<file path="config.mk">
export PLATFORM = sky130hd
export DESIGN_NAME = uart_tx_arbiter
export DESIGN_NICKNAME = d
export VERILOG_FILES = /design/src/rtl/uart_pkg.sv /design/src/rtl/uart_tx_arbiter_rr_pick.sv /design/src/rtl/uart_tx_arbiter.sv
export SDC_FILE = /design/constraint.sdc
export NUM_CORES = 1
export LEC_CHECK = 0
export CAP_MARGIN = 5
export CORE_UTILIZATION = 43
export DETAILED_ROUTE_END_ITERATION = 10
export PLACE_DENSITY = 0.85
export RECOVER_POWER = 25
export SLEW_MARGIN = 20
export SYNTH_ARGS = -nofsm -noshare
export SYNTH_HDL_FRONTEND = slang
export SYNTH_SLANG_ARGS = --single-unit
export TNS_END_PERCENT = 30
</file>
<file path="constraint.sdc">
create_clock -name clk -period 4.81 [get_ports clk]
set_input_delay 0.962 -clock clk [delete_from_list [all_inputs] [get_ports clk]]
set_output_delay 0.962 -clock clk [all_outputs]
set_load 0.005 [all_outputs]
</file>
<file path="src/rtl/uart_pkg.sv">
// Shared types and helpers for the UART transmit arbiter.
package uart_pkg;

  localparam int UART_DW = 7;

  typedef enum logic [1:0] {
    IDLE      = 2'd0,
    LAUNCH    = 2'd1,
    WAIT_DONE = 2'd2
  } arb_state_t;

  // Bits needed to index v items; never less than 1 so ports stay legal.
  function automatic int clog2(input int v);
    int r;
    r = 0;
    for (int i = 0; i < 31; i++) begin
      if ((1 << i) < v) r = i + 1;
    end
    return (r < 1) ? 1 : r;
  endfunction

endpackage

</file>
<file path="src/rtl/uart_tx_arbiter_rr_pick.sv">
// Combinational circular first-set search starting at ptr.
module rr_pick #(
  parameter int N  = 4,
  parameter int IW = 2
) (
  input  logic [N-1:0]  req,
  input  logic [IW-1:0] ptr,
  output logic          valid,
  output logic [IW-1:0] idx
);

  // Scan from farthest to nearest so the last hit is the one closest to ptr.
  always_comb begin
    valid = 1'b0;
    idx   = '0;
    for (int i = N - 1; i >= 0; i--) begin
      int j;
      j = int'(ptr) + i;
      if (j >= N) j = j - N;
      if (req[j]) begin
        valid = 1'b1;
        idx   = IW'(j);
      end
    end
  end

endmodule

</file>
<file path="src/rtl/uart_tx_arbiter.sv">
// Round-robin arbiter sharing one UART transmitter among N requesters.
// Optional LAUNCH timeout with err pulses when UART_ARB_TIMEOUT_EN is defined.
//
// state     | meaning
// IDLE      | waiting for a request while the transmitter is not busy
// LAUNCH    | tx_send held with latched character until busy rises
// WAIT_DONE | frame in progress, waiting for busy to fall
module uart_tx_arbiter
  import uart_pkg::*;
#(
  parameter int N       = 4,
  parameter int DW      = UART_DW,
  parameter int TIMEOUT = 64
) (
  input  logic                clk,
  input  logic                rst,
  input  logic [N-1:0]        req,
  input  logic [N*DW-1:0]     req_data,
  input  logic [N-1:0]        req_ps,
  output logic [N-1:0]        ack,
  output logic [N-1:0]        done,
  output logic [clog2(N)-1:0] grant_id,
  output logic                tx_send,
  output logic [DW-1:0]       tx_din,
  output logic                tx_ps,
  input  logic                tx_busy
`ifdef UART_ARB_TIMEOUT_EN
  ,output logic [N-1:0]       err
`endif
);

  localparam int IW = clog2(N);

  arb_state_t    state_q, state_d;
  logic [IW-1:0] gid_q, gid_d;
  logic [IW-1:0] ptr_q, ptr_d;
  logic          send_q, send_d;
  logic [DW-1:0] din_q, din_d;
  logic          ps_q, ps_d;
  logic [N-1:0]  ack_q, ack_d;
  logic [N-1:0]  done_q, done_d;

  logic          pick_valid;
  logic [IW-1:0] pick_idx;

`ifdef UART_ARB_TIMEOUT_EN
  localparam int CW = clog2(TIMEOUT + 1);
  logic [CW-1:0] cnt_q, cnt_d;
  logic [N-1:0]  err_q, err_d;
`endif

  rr_pick #(.N(N), .IW(IW)) u_pick (
    .req   (req),
    .ptr   (ptr_q),
    .valid (pick_valid),
    .idx   (pick_idx)
  );

  // Explicit compare keeps the wrap correct for non-power-of-2 N.
  function automatic logic [IW-1:0] next_ptr(input logic [IW-1:0] g);
    return (int'(g) == N - 1) ? '0 : g + 1'b1;
  endfunction

  always_comb begin
    state_d = state_q;
    gid_d   = gid_q;
    ptr_d   = ptr_q;
    send_d  = send_q;
    din_d   = din_q;
    ps_d    = ps_q;
    ack_d   = '0;
    done_d  = '0;
`ifdef UART_ARB_TIMEOUT_EN
    cnt_d   = cnt_q;
    err_d   = '0;
`endif
    case (state_q)
      IDLE: begin
        if (pick_valid && !tx_busy) begin
          gid_d   = pick_idx;
          din_d   = req_data[int'(pick_idx)*DW +: DW];
          ps_d    = req_ps[pick_idx];
          send_d  = 1'b1;
          state_d = LAUNCH;
`ifdef UART_ARB_TIMEOUT_EN
          cnt_d   = CW'(TIMEOUT - 1);
`endif
        end
      end
      LAUNCH: begin
        if (tx_busy) begin
          send_d        = 1'b0;
          ack_d[gid_q]  = 1'b1;
          state_d       = WAIT_DONE;
        end
`ifdef UART_ARB_TIMEOUT_EN
        else if (cnt_q == '0) begin
          send_d        = 1'b0;
          err_d[gid_q]  = 1'b1;
          ptr_d         = next_ptr(gid_q);
          state_d       = IDLE;
        end else begin
          cnt_d = cnt_q - 1'b1;
        end
`endif
      end
      WAIT_DONE: begin
        if (!tx_busy) begin
          done_d[gid_q] = 1'b1;
          ptr_d         = next_ptr(gid_q);
          state_d       = IDLE;
        end
      end
      default: state_d = IDLE;
    endcase
  end

  always_ff @(posedge clk) begin
    if (!rst) begin
      state_q <= IDLE;
      gid_q   <= '0;
      ptr_q   <= '0;
      send_q  <= 1'b0;
      din_q   <= '0;
      ps_q    <= 1'b0;
      ack_q   <= '0;
      done_q  <= '0;
`ifdef UART_ARB_TIMEOUT_EN
      cnt_q   <= '0;
      err_q   <= '0;
`endif
    end else begin
      state_q <= state_d;
      gid_q   <= gid_d;
      ptr_q   <= ptr_d;
      send_q  <= send_d;
      din_q   <= din_d;
      ps_q    <= ps_d;
      ack_q   <= ack_d;
      done_q  <= done_d;
`ifdef UART_ARB_TIMEOUT_EN
      cnt_q   <= cnt_d;
      err_q   <= err_d;
`endif
    end
  end

  assign ack      = ack_q;
  assign done     = done_q;
  assign grant_id = gid_q;
  assign tx_send  = send_q;
  assign tx_din   = din_q;
  assign tx_ps    = ps_q;
`ifdef UART_ARB_TIMEOUT_EN
  assign err      = err_q;
`endif

endmodule
</file>
### Word level (Yosys, flattened, before mapping)

Cells that the tools add are included.

* $add $sub $neg: 8
* $mul: 1
* magnitude comparators: 11
* equality and inequality tests: 6
* shifts and indexed selects: 1
* muxes and demuxes: 36
* bitwise gates (word level): 3
* reductions and logical operators: 11

Operators with widths (count)
* less-than comparator 32 x 4 -> 1 bit, second input constant: 4
* 2-to-1 mux 32 bit: 4
* greater-or-equal comparator 32 x 4 -> 1 bit, second input constant: 3
* subtractor 32 x 4 -> 32 bit, second input constant: 3
* indexed part select 28 x 6 -> 7 bit: 1
* 2-to-1 mux 1 bit: 16
* 2-to-1 mux 2 bit: 8
* binary-select mux 1 bit (select 2 bit): 5
* AND reduction 3 bit: 3
* adder 2 x 2 -> 3 bit, second input constant: 2
* less-than comparator 2 x 3 -> 1 bit, second input constant: 2
* inequality test 2 bit, second input constant: 3
* case mux 2 bit (3 select lines): 1
* multiplier 2 x 3 -> 5 bit, second input constant: 1
* equality test 2 x 1 -> 1 bit, second input constant: 2
* AND reduction 2 bit: 2
* subtractor 2 x 3 -> 4 bit, second input constant: 1
* adder 2 x 1 -> 3 bit, second input constant: 1
* greater-or-equal comparator 2 x 3 -> 1 bit, second input constant: 1
* NOT 1 bit: 3
* OR reduction 3 bit: 1
* adder 2 x 1 -> 2 bit, second input constant: 1
* demux 1 bit (select 2 bit): 1
* equality test 2 bit, second input constant: 1
* other kinds (6): 7

* flip-flop bits (word level): 23
* output and inout bits: 19
* logic and storage cells: 85

### Depth between registers and ports, before layout

Gate-level depths: netlist of the first run.

* word-level depth: 13
* mapped depth: 6

### By module

From an unflattened synthesis of the first run, not the netlist that was laid out.

* cell total of the unflattened synthesis: 102
* area total of the unflattened synthesis: 1171.1 um2

Modules (own cells, without submodules)
* uart_tx_arbiter: times used 1, cells an instance 89, area each 1093.5 um2, sequential area each 460.4 um2
* rr_pick: times used 1, cells an instance 13, area each 77.6 um2, sequential area each 0.0 um2

### Least setup slack after synthesis of the first run

Ideal clock, no wire load.

* kind: input-to-reg
* from: in req[1]
* to: reg din_q[0] (netlist: tx_din[0])
* library setup time: 0.122 ns
* arrival: 2.237 ns
* slack: 2.451 ns
* stages: 5
* buffers on the path: 0
* path through: a21boi_1 > o22ai_4 > nor2_4 > mux2_1 > a221o_1

* longest elaborated chain between the ends: 9
* elaborated cells on any way between the ends: 24
* classes of those cells: 1 x mul; 1 x shift; 20 x mux; 2 x reduce/logical

Ends and longest elaborated chain
* start: declaration: line uart_tx_arbiter.sv:17 `input logic [N-1:0] req,`
* binary-select mux 1 bit (select 2 bit): line uart_tx_arbiter_rr_pick.sv:20 `if (req[j]) begin`
* 2-to-1 mux 1 bit (not written as such) (2 in a row): line uart_tx_arbiter_rr_pick.sv:20
* 2-to-1 mux 2 bit or 2-to-1 mux 1 bit (tied branches) (4 in a row): line uart_tx_arbiter_rr_pick.sv:20
* multiplier 2 x 3 -> 5 bit or logical AND 1 bit (tied branches): line uart_tx_arbiter.sv:81, uart_tx_arbiter.sv:79
* indexed part select 28 x 6 -> 7 bit or AND reduction 2 bit (tied branches)
* end signal: assignment: line uart_tx_arbiter.sv:137 `din_q <= din_d;`
* end: declaration: line uart_tx_arbiter.sv:38 `logic [DW-1:0] din_q, din_d;`

Several ways; a longest one is shown, not always the timed one. The select of a mux whose other input is x is not followed.
A chain may end at the register's enable or synchronous reset.

### Final worst setup path of the first run

Same ends and word-level chain as after synthesis.

==> run_results.csv, run 1 <==
group,metric,value,unit
layout,drive_gt1_share,4.918,%
cts,cts_max_level,1,
sta,slew-limit-headroom,55.80,%
placed_design,postPlaceCellArea,0.001775,mm²
synth,synthDistinctLibCells,31,
flow_run,drv_cap,0,
cts,ctsHoldBuffers,0,
synth,synth_top_family_by_area,"compound AO/OA/AOI/OAI gates",
critical_path,crit_path_end_kind,"flop",
floorplanning,fp.dieH,54.52,µm
grt,grt_pass1_vias,981,
routing,viasPerCell,5.568,
critical_path,required,5.04,ns
critical_path,r2r_setup_slack,2.75,ns
floorplanning,core-area,0.002545,mm²
grt,grt_max_degree,14,
cts,cts_resized,0,
power_and_ir_drop,vdd_drop_max,0.1816,mV
synth,postSynthCellCount,127,
synth,synth_nets,170,
power_and_ir_drop,power.density,220.2,mW/mm²
critical_path,ff2ff_path_depth,5,
sta,finalHoldViolCount,0,
layout,nets,227,
critical_path,crit_fanout,9,
layout,final_area,0.001803,mm²
grt,antenna_found_initial,0,
cts,cts_made_buffers,3,
placed_design,port_buffers,57,
cts,insertion_delay,0.32,ns
routing,drt_iter0_drc,20,
sta,worst_slack,2.076,ns
synth,synth_mux_area_share,10.13,%
floorplanning,io_pins,58,
synth,netlist_area,0.001186,mm²
critical_path,critPathKind,"in -> reg",
floorplanning,die_area,0.002972,mm²
sta,worst_pin_slew,0.6617,ns
floorplanning,initial_core_util,46.61,%
min_path,hold_depth,1,
sta,holdWs,0.5011,ns
synth,yosys.area_share.simple,21.20,%
critical_path,rr_endpoint,"tx_din[0]$_SDFFE_PN0P_",
floorplanning,fp-row-count,18,
cts,clock_sinks,23,
layout,stdcell_count,213,
layout,n_fill_cell,198,
routing,wire_per_inst,14.99,µm
sta,skew,0.006904,ns
synth,ys_ff_latch,23,
critical_path,crit_arrival,2.97,ns
cts,clock-root-buffer,"clkbuf_4",
cts,cts_max_path_buffers,2,
routing,vias,1186,
run_status,status,"finished clean",
grt,grt_busiest_layer,"met2",
synth,synth_xor_area_share,0,%
grt,grt_util_met2,34.55,%
routing,firstDrtPassIters,4,
grt,grt_remaining_overflow,0,
grt,gr-usage-met1,28.55,%
cts,cts_tree,"built",
routing,drc_errors,0,
layout,n_antenna_cell,0,
routing,drt-total-wl,3192,µm
sta,drv_slew,0,
sta,fmax,365.7,MHz
min_path,hold_end,"tx_din[5]$_SDFFE_PN0P_",
grt,grt_use_met3,3.333,%
critical_path,r2r-start,"ptr_q[1]$_SDFFE_PN0P_",
synth,syn_area_per_cell,9.340,µm²
sta,period_needed,2.734,ns
cts,cts.clk_slew.worst_paths,0.13,ns
synth,synth_compound_area_share,23.10,%
grt,grt_usage,21.98,%
synth,yosys_warnings,0,
min_path,hold_class,"reg -> reg",
placed_design,place_ws,1.725,ns
layout,area_delta_synth_final,52.00,%
placed_design,place_hpwl,2492,µm
synth,ys_seq_area_share,38.82,%
sta,report.final.setup_viol,0,
routing,ant_nets,0,
synth,synth_fa_ha_area_share,4.219,%
power_and_ir_drop,p_leak,0.6742,nW
grt,grt_pass1_wl,4547,µm
critical_path,start_kind,"input port",
sta,finalSetupTns,0,ns
sta,post-route-period-util,56.84,%
sta,rsz0062_at_grt,"false",
placed_design,gp_congestion,0.7544,
placed_design,dp.cells,209,
cts,post-cts-setup-buffers,0,
floorplanning,die_w,54.52,µm
min_path,hold_path.startpoint,"tx_din[5]$_SDFFE_PN0P_",
state kept, by name, summed over array words and instances (netlist names):
name and count:
state_q 2, grant_id 2, tx_din 7, ptr_q 2
ack 4, tx_ps 1, done 4, tx_send 1
final cells by class:
type / instances / area [µm²] / share of cell area [%]
clock buffer: 3 / 22.52 / 1.249
clock inverter: 1 / 5.005 / 0.2776
sequential: 23 / 460.4 / 25.54
tap: 30 / 37.54 / 2.082
timing repair buffer: 57 / 570.5 / 31.64
multi-input combinational: 96 / 695.7 / 38.58
inverter: 3 / 11.26 / 0.6246
synth_stat cells, drive strengths merged:
master  instances  area, µm²
a21boi          4      30.03
a21o            1      7.510
a21oi           9      45.04
a221o           8      80.08
and2            5      31.28
and3            4      25.02
buf             2      7.510
clkbuf          3      11.26
dfxtp          23      460.4
ha              4      50.05
inv             3      11.26
mux2            8      90.09
mux2i           3      30.03
nand2           3      11.26
nand2b          4      25.02
nand3           8      40.04
nor2            6      30.03
nor2b           6      37.54
nor3            1      5.000
nor4            3      31.28
nor4b           1      8.760
o211ai          1      7.510
o21a            1      7.510
o21ai          12      60.06
o21bai          1      7.510
o22a            1      8.760
o22ai           1      20.02
or2             1      6.260
power breakdown:
part / switching [mW] / internal [mW] / total [mW]
clock: 0.0621 / 0.0312 / 0.0934
sequential: 0.00681 / 0.199 / 0.206
combinational: 0.0369 / 0.0605 / 0.0974
total: 0.106 / 0.291 / 0.397
through the flow:
step,total power [mW],util (%)
finish,0.3970,70.85
global route,0.4156,70.85
CTS,0.3991,70.85
detailed placement,0.3075,69.76
global placement,0.3043,69.76
floorplan,0.2509,-
logic make-up after synthesis:
group                      count (synthesis)
and+or+nand+nor                           42
AOI/OAI and AO/OA                         39
DFF                                       23
muxes                                     11
buffers and inverters                      8
adders and majority gates                  4
worst max-delay path, cell delays in order:
cell,delay (ns)
clkdlybuf4s50_1,0.55
a21boi_1,0.32
o22ai_4,0.17
nor2_4,0.26
mux2_1,0.35
a221o_1,0.34
placed cells by master, fill, tap and decap left out, types with 5 or more instances in the layout:
master,instances
a21oi_1,9
o21ai_0,12
dfxtp_1,23
nor2_1,5
nand3_1,8
mux2_1,8
nor2b_1,6
a221o_1,8
clkdlybuf4s50_1,55
routing by layer:
metal  wire length (µm)  part of all wire [%]
met3                108                   3.4
met4                 57                   1.8
met5                  0                     0
met1               1447                    45
met2               1580                    49
how the worst max path moves through the flow:
stage                start                      to  slack, ns  depth (start not counted)
finish              req[1]  tx_din[0]$_SDFFE_PN0P_       2.08                          6
global route        req[1]  tx_din[0]$_SDFFE_PN0P_       2.00                          6
CTS                 req[1]  tx_din[0]$_SDFFE_PN0P_       2.08                          6
detailed placement  req[1]  tx_din[0]$_SDFFE_PN0P_       1.72                          6
global placement    req[1]  tx_din[0]$_SDFFE_PN0P_       1.78                          6
floorplan           req[1]  tx_din[0]$_SDFFE_PN0P_       2.45                          5
Note: power is estimated with default switching activity, not from simulation.
==> run 2: changes to the inputs <==
--- a/config.mk
+++ b/config.mk
@@ -6,9 +6,9 @@
 export NUM_CORES = 1
 export LEC_CHECK = 0
 export CAP_MARGIN = 5
-export CORE_UTILIZATION = 43
+export CORE_UTILIZATION = 40
 export DETAILED_ROUTE_END_ITERATION = 10
-export PLACE_DENSITY = 0.85
+export PLACE_DENSITY = 0.79
 export RECOVER_POWER = 25
 export SLEW_MARGIN = 20
 export SYNTH_ARGS = -nofsm -noshare
==> constraint.sdc (replaced) <==
create_clock -name clk -period 2.8 [get_ports clk]
set_input_delay 0.56 -clock clk [delete_from_list [all_inputs] [get_ports clk]]
set_output_delay 0.56 -clock clk [all_outputs]
set_load 0.005 [all_outputs]
==> run_results.csv, run 2 (synthesized netlist as in run 1, its figures left out) <==
group,metric,value,unit
power_and_ir_drop,power_switching,0.1773,mW
floorplanning,fp-row-count,19,
layout,n_antenna_cell,0,
cts,cts_made_buffers,3,
routing,drt_iter0_drc,26,
routing,drc_errors,0,
placed_design,postPlaceCellArea,0.001792,mm²
grt,antenna_found_initial,0,
critical_path,crit_fanout,9,
critical_path,critical_path.startpoint,"req[1]",
layout,n_fill_cell,243,
cts,cts_max_level,1,
routing,vias,1171,
sta,fmax,423.3,MHz
sta,report.final.setup_viol,0,
power_and_ir_drop,pwr-share-seq,52.1,%
floorplanning,die_w,56.46,µm
flow_run,drv_cap,0,
run_status,status,"finished clean",
routing,drt-total-wl,3156,µm
critical_path,crit_end,"tx_din[0]$_SDFFE_PN0P_",
floorplanning,core-area,0.002781,mm²
power_and_ir_drop,power.density,373.8,mW/mm²
sta,drv_slew,0,
critical_path,slowest_delay,0.56,ns
critical_path,r2r-start,"ptr_q[1]$_SDFFE_PN0P_",
routing,firstDrtPassIters,4,
grt,grt_usage,21.42,%
cts,cts_tree,"built",
sta,post-route-period-util,84.37,%
sta,rsz0062_at_grt,"false",
sta,worst_pin_slew,0.6164,ns
cts,clock_sinks,23,
critical_path,ff2ff_path_depth,5,
layout,layout_common_cells,"56 x clkdlybuf4s50_1, 23 x dfxtp_1, 12 x o21ai_0",
layout,final_area,0.001819,mm²
power_and_ir_drop,share_comb_of_total_power,24.8,%
routing,wire_per_inst,14.61,µm
critical_path,r2r_setup_slack,0.73,ns
power_and_ir_drop,swShare,26.08,%
layout,nets,229,
floorplanning,initial_core_util,42.65,%
sta,skew,0.008099,ns
critical_path,rr_endpoint,"tx_din[0]$_SDFFE_PN0P_",
routing,ant_nets,0,
cts,clock-root-buffer,"clkbuf_4",
sta,finalSetupTns,0,ns
grt,grt_pass1_vias,1184,
cts,cts.clk_slew.worst_paths,0.12,ns
critical_path,required,3.02,ns
critical_path,cp_cell_sequence,"clkdlybuf4s50_1 -> a21boi_1 -> o22ai_4 -> nor2_4 -> mux2_1 -> a221o_1",
critical_path,crit_path_end_kind,"flop",
critical_path,crit_arrival,2.58,ns
placed_design,gp_congestion,0.7801,
grt,grt_pass1_wl,5285,µm
cts,insertion_delay,0.32,ns
placed_design,place_hpwl,2488,µm
min_path,hold_class,"reg -> reg",
power_and_ir_drop,vdd_drop_max,0.4261,mV
layout,final_common_cell,"clkdlybuf4s50_1",
layout,drive_gt1_share,5.946,%
cts,post-cts-setup-buffers,0,
routing,viasPerCell,5.421,
power_and_ir_drop,internal-power,0.5027,mW
floorplanning,fp.dieH,56.46,µm
grt,grt_max_degree,14,
layout,largest_reg_flops,7,
sta,slew-limit-headroom,58.82,%
sta,finalHoldViolCount,0,
placed_design,port_buffers,57,
critical_path,slowest_stage,"clkdlybuf4s50_1",
floorplanning,die_area,0.003187,mm²
cts,cts_max_path_buffers,2,
critical_path,start_kind,"input port",
grt,grt_remaining_overflow,0,
power_and_ir_drop,p_leak,0.6817,nW
critical_path,critPathKind,"in -> reg",
floorplanning,io_pins,58,
sta,period_needed,2.362,ns
cts,ctsHoldBuffers,0,
cts,cts_resized,0,
power_and_ir_drop,p_clk_share,23.0,%
layout,area_delta_synth_final,53.38,%
run 2: cell types whose count changed in the layout (fill, tap and decap cells not counted):
cell             change
and2_0               +2
and2_1               -2
buf_4                +2
clkdlybuf4s50_1      +1
dlygate4sd3_1        -1
run 2: worst min path at each step:
stage,cells past startpoint,slack (ns),start,end
CTS,1,0.51,tx_din[4]$_SDFFE_PN0P_,tx_din[4]$_SDFFE_PN0P_
detailed placement,1,0.48,tx_din[4]$_SDFFE_PN0P_,tx_din[4]$_SDFFE_PN0P_
global route,1,0.52,tx_din[0]$_SDFFE_PN0P_,tx_din[0]$_SDFFE_PN0P_
floorplan,1,0.48,tx_din[0]$_SDFFE_PN0P_,tx_din[0]$_SDFFE_PN0P_
global placement,1,0.47,tx_din[4]$_SDFFE_PN0P_,tx_din[4]$_SDFFE_PN0P_
finish,1,0.50,tx_din[4]$_SDFFE_PN0P_,tx_din[4]$_SDFFE_PN0P_
run 2: final cells by class:
| type | count | area, µm² | area share, % |
|---|---|---|---|
| well taps | 31 | 38.79 | 2.132 |
| inverters | 3 | 11.26 | 0.6190 |
| clock buffers | 3 | 22.52 | 1.238 |
| flip-flops and latches | 23 | 460.4 | 25.31 |
| clock inverters | 1 | 5.005 | 0.2751 |
| repair buffers | 59 | 585.6 | 32.19 |
| multi-input cells | 96 | 695.7 | 38.24 |
run 2: critical path, delay by kind of cell:
| family | cells | cell delay (ns) |
|---|---|---|
| compound gates | 3 | 0.85 |
| buf+inv | 1 | 0.56 |
| mux | 1 | 0.35 |
| simple gates | 1 | 0.26 |
run 2: routing by layer:
metal | share of wire, % | track usage, %
met2 | 48 | 37.65
met3 | 6.5 | 4.147
met5 | 0 | 0
met4 | 2.2 | 8.711
met1 | 43 | 25.29
run 2: power groups by stage:
stage	logic, mW	registers (mW)	clock network, mW
global route	0.183	0.357	0.181
finish	0.169	0.354	0.157
detailed placement	0.169	0.362	0
global placement	0.165	0.361	0
CTS	0.170	0.355	0.164
floorplan	0.0703	0.361	0
run 2: through the flow:
step	util (%)	hold slack (ns)	setup slack, ns	power (mW)	std cells
5_1_grt	65.41	0.5208	0.4001	0.7211	216
6_report	65.41	0.5035	0.4377	0.6800	216
3_3_place_gp	64.42	0.4689	0.1650	0.5252	212
4_1_cts	65.41	0.5077	0.4621	0.6885	216
2_1_floorplan	-	0.4789	0.8429	0.4310	127
3_5_place_dp	64.42	0.4778	0.1128	0.5305	212
==> run 3: changes to the inputs <==
==> constraint.sdc (replaced) <==
create_clock -name clk -period 2.3 [get_ports clk]
set_input_delay 0.46 -clock clk [delete_from_list [all_inputs] [get_ports clk]]
set_output_delay 0.46 -clock clk [all_outputs]
set_load 0.005 [all_outputs]
==> run_results.csv, run 3 (synthesized netlist as in run 1, its figures left out) <==
group,metric,value,unit
cts,post-cts-setup-buffers,0,
placed_design,place_hpwl,2531,µm
routing,viasPerCell,5.436,
cts,cts.clk_slew.worst_paths,0.13,ns
power_and_ir_drop,p_leak,0.7246,nW
routing,dr_wl_met2,1587,µm
layout,layout_common_cells,"56 x clkdlybuf4s50_1, 23 x dfxtp_1, 12 x o21ai_0",
cts,cts_resized,0,
critical_path,crit_arrival,2.34,ns
critical_path,required,2.52,ns
run_status,status,"finished clean",
grt,grt_max_degree,14,
routing,firstDrtPassIters,4,
grt,grt_remaining_overflow,0,
routing,drc_errors,0,
sta,worst_slack,0.1774,ns
sta,period_needed,2.123,ns
grt,grt_pass1_wl,5209,µm
power_and_ir_drop,power.density,447.5,mW/mm²
cts,cts_max_level,1,
sta,fmax,471.1,MHz
placed_design,port_buffers,57,
layout,area_delta_synth_final,58.76,%
placed_design,gp_congestion,0.7226,
floorplanning,core-area,0.002781,mm²
sta,finalHoldViolCount,0,
layout,largest_reg_flops,7,
cts,cts_made_buffers,3,
placed_design,place_ws,-0.1720,ns
routing,wl_met1,1357,µm
sta,worst_pin_slew,0.6163,ns
flow_run,drv_cap,0,
placed_design,dp.cells,221,
cts,ctsHoldBuffers,0,
min_path,hold_class,"reg -> reg",
floorplanning,initial_core_util,42.65,%
floorplanning,die_w,56.46,µm
critical_path,path_delay_family,"compound AO/OA/AOI/OAI gates",
cts,insertion_delay,0.31,ns
grt,antenna_found_initial,0,
floorplanning,fp-row-count,19,
routing,ant_nets,0,
layout,drive_gt1_share,9.794,%
sta,holdWs,0.5069,ns
sta,rsz0062_at_grt,"false",
routing,drt_iter0_drc,21,
layout,final_common_cell,"clkdlybuf4s50_1",
sta,skew,0.002329,ns
critical_path,crit_buf_inv,1,
cts,cts_max_path_buffers,2,
sta,report.final.setup_viol,0,
sta,post-route-period-util,92.29,%
layout,nets,238,
cts,clock_sinks,23,
sta,slew-limit-headroom,58.83,%
routing,top_layer,"met4",
critical_path,critPathKind,"in -> reg",
layout,utilization,67.70,%
grt,grt_usage,20.76,%
floorplanning,io_pins,58,
grt,grt_pass1_vias,1167,
cts,clock-root-buffer,"clkbuf_4",
critical_path,cp_cell_sequence,"clkdlybuf4s50_1 -> a21boi_1 -> o22ai_4 -> nor2_4 -> mux2_1 -> a221o_1",
layout,n_antenna_cell,0,
power_and_ir_drop,vdd_drop_max,0.3881,mV
routing,vias,1223,
critical_path,slowest_stage,"clkdlybuf4s50_1",
floorplanning,die_area,0.003187,mm²
sta,drv_slew,0,
layout,stdcell_count,225,
critical_path,slowest_delay,0.47,ns
critical_path,crit_path_end_kind,"flop",
routing,wl_met3,250,µm
critical_path,crit_fanout,9,
routing,drt-total-wl,3215,µm
cts,cts_tree,"built",
routing,wire_per_inst,14.29,µm
floorplanning,fp.dieH,56.46,µm
critical_path,start_kind,"input port",
run 3: cell count changes in the layout (fill, tap and decap cells not counted), sizes merged:
cell / before / now
buf: 2 / 10
clkbuf: 3 / 4
run 3: final timing paths:
path                                             from                endpoint  slack, ns  cells after the start
worst max-delay path                           req[1]  tx_din[0]$_SDFFE_PN0P_       0.18                      6
worst min-delay path               tx_ps$_SDFFE_PN0P_      tx_ps$_SDFFE_PN0P_       0.51                      1
worst max register to register  ptr_q[1]$_SDFFE_PN0P_  tx_din[0]$_SDFFE_PN0P_       0.29                      5
worst min register to register     tx_ps$_SDFFE_PN0P_      tx_ps$_SDFFE_PN0P_       0.51                      1
run 3: metrics by stage:
stage,TNS [ns],total power [mW],instance area (µm²)
6_report,0,0.8426,1883
3_5_place_dp,-1.043,0.6577,1859
4_1_cts,0,0.8452,1887
5_1_grt,0,0.8834,1883
2_1_floorplan,0,0.5247,1186
3_3_place_gp,-0.5157,0.6520,1859
run 3: power breakdown:
part / internal [mW] / switching [mW] / leakage [nW]
combinational: 0.139 / 0.0784 / 0.520
sequential: 0.417 / 0.0139 / 0.187
clock: 0.0650 / 0.129 / 0.0177
total: 0.621 / 0.222 / 0.725
run 3: routing by layer:
metal,up-vias,global-route usage (%)
met5,-,0
met4,0,6.272
met3,2,4.378
met2,51,38.49
met1,568,23.46
li1,602,-
run 3: final cells by class:
type,instances,area [µm²]
Sequential cell,23,460.4
Tap cell,31,38.79
Fill cell,228,898.4
Clock inverter,1,5.005
Inverter,3,11.26
Clock buffer,3,22.52
Multi-Input combinational cell,96,695.7
Timing Repair Buffer,68,649.4
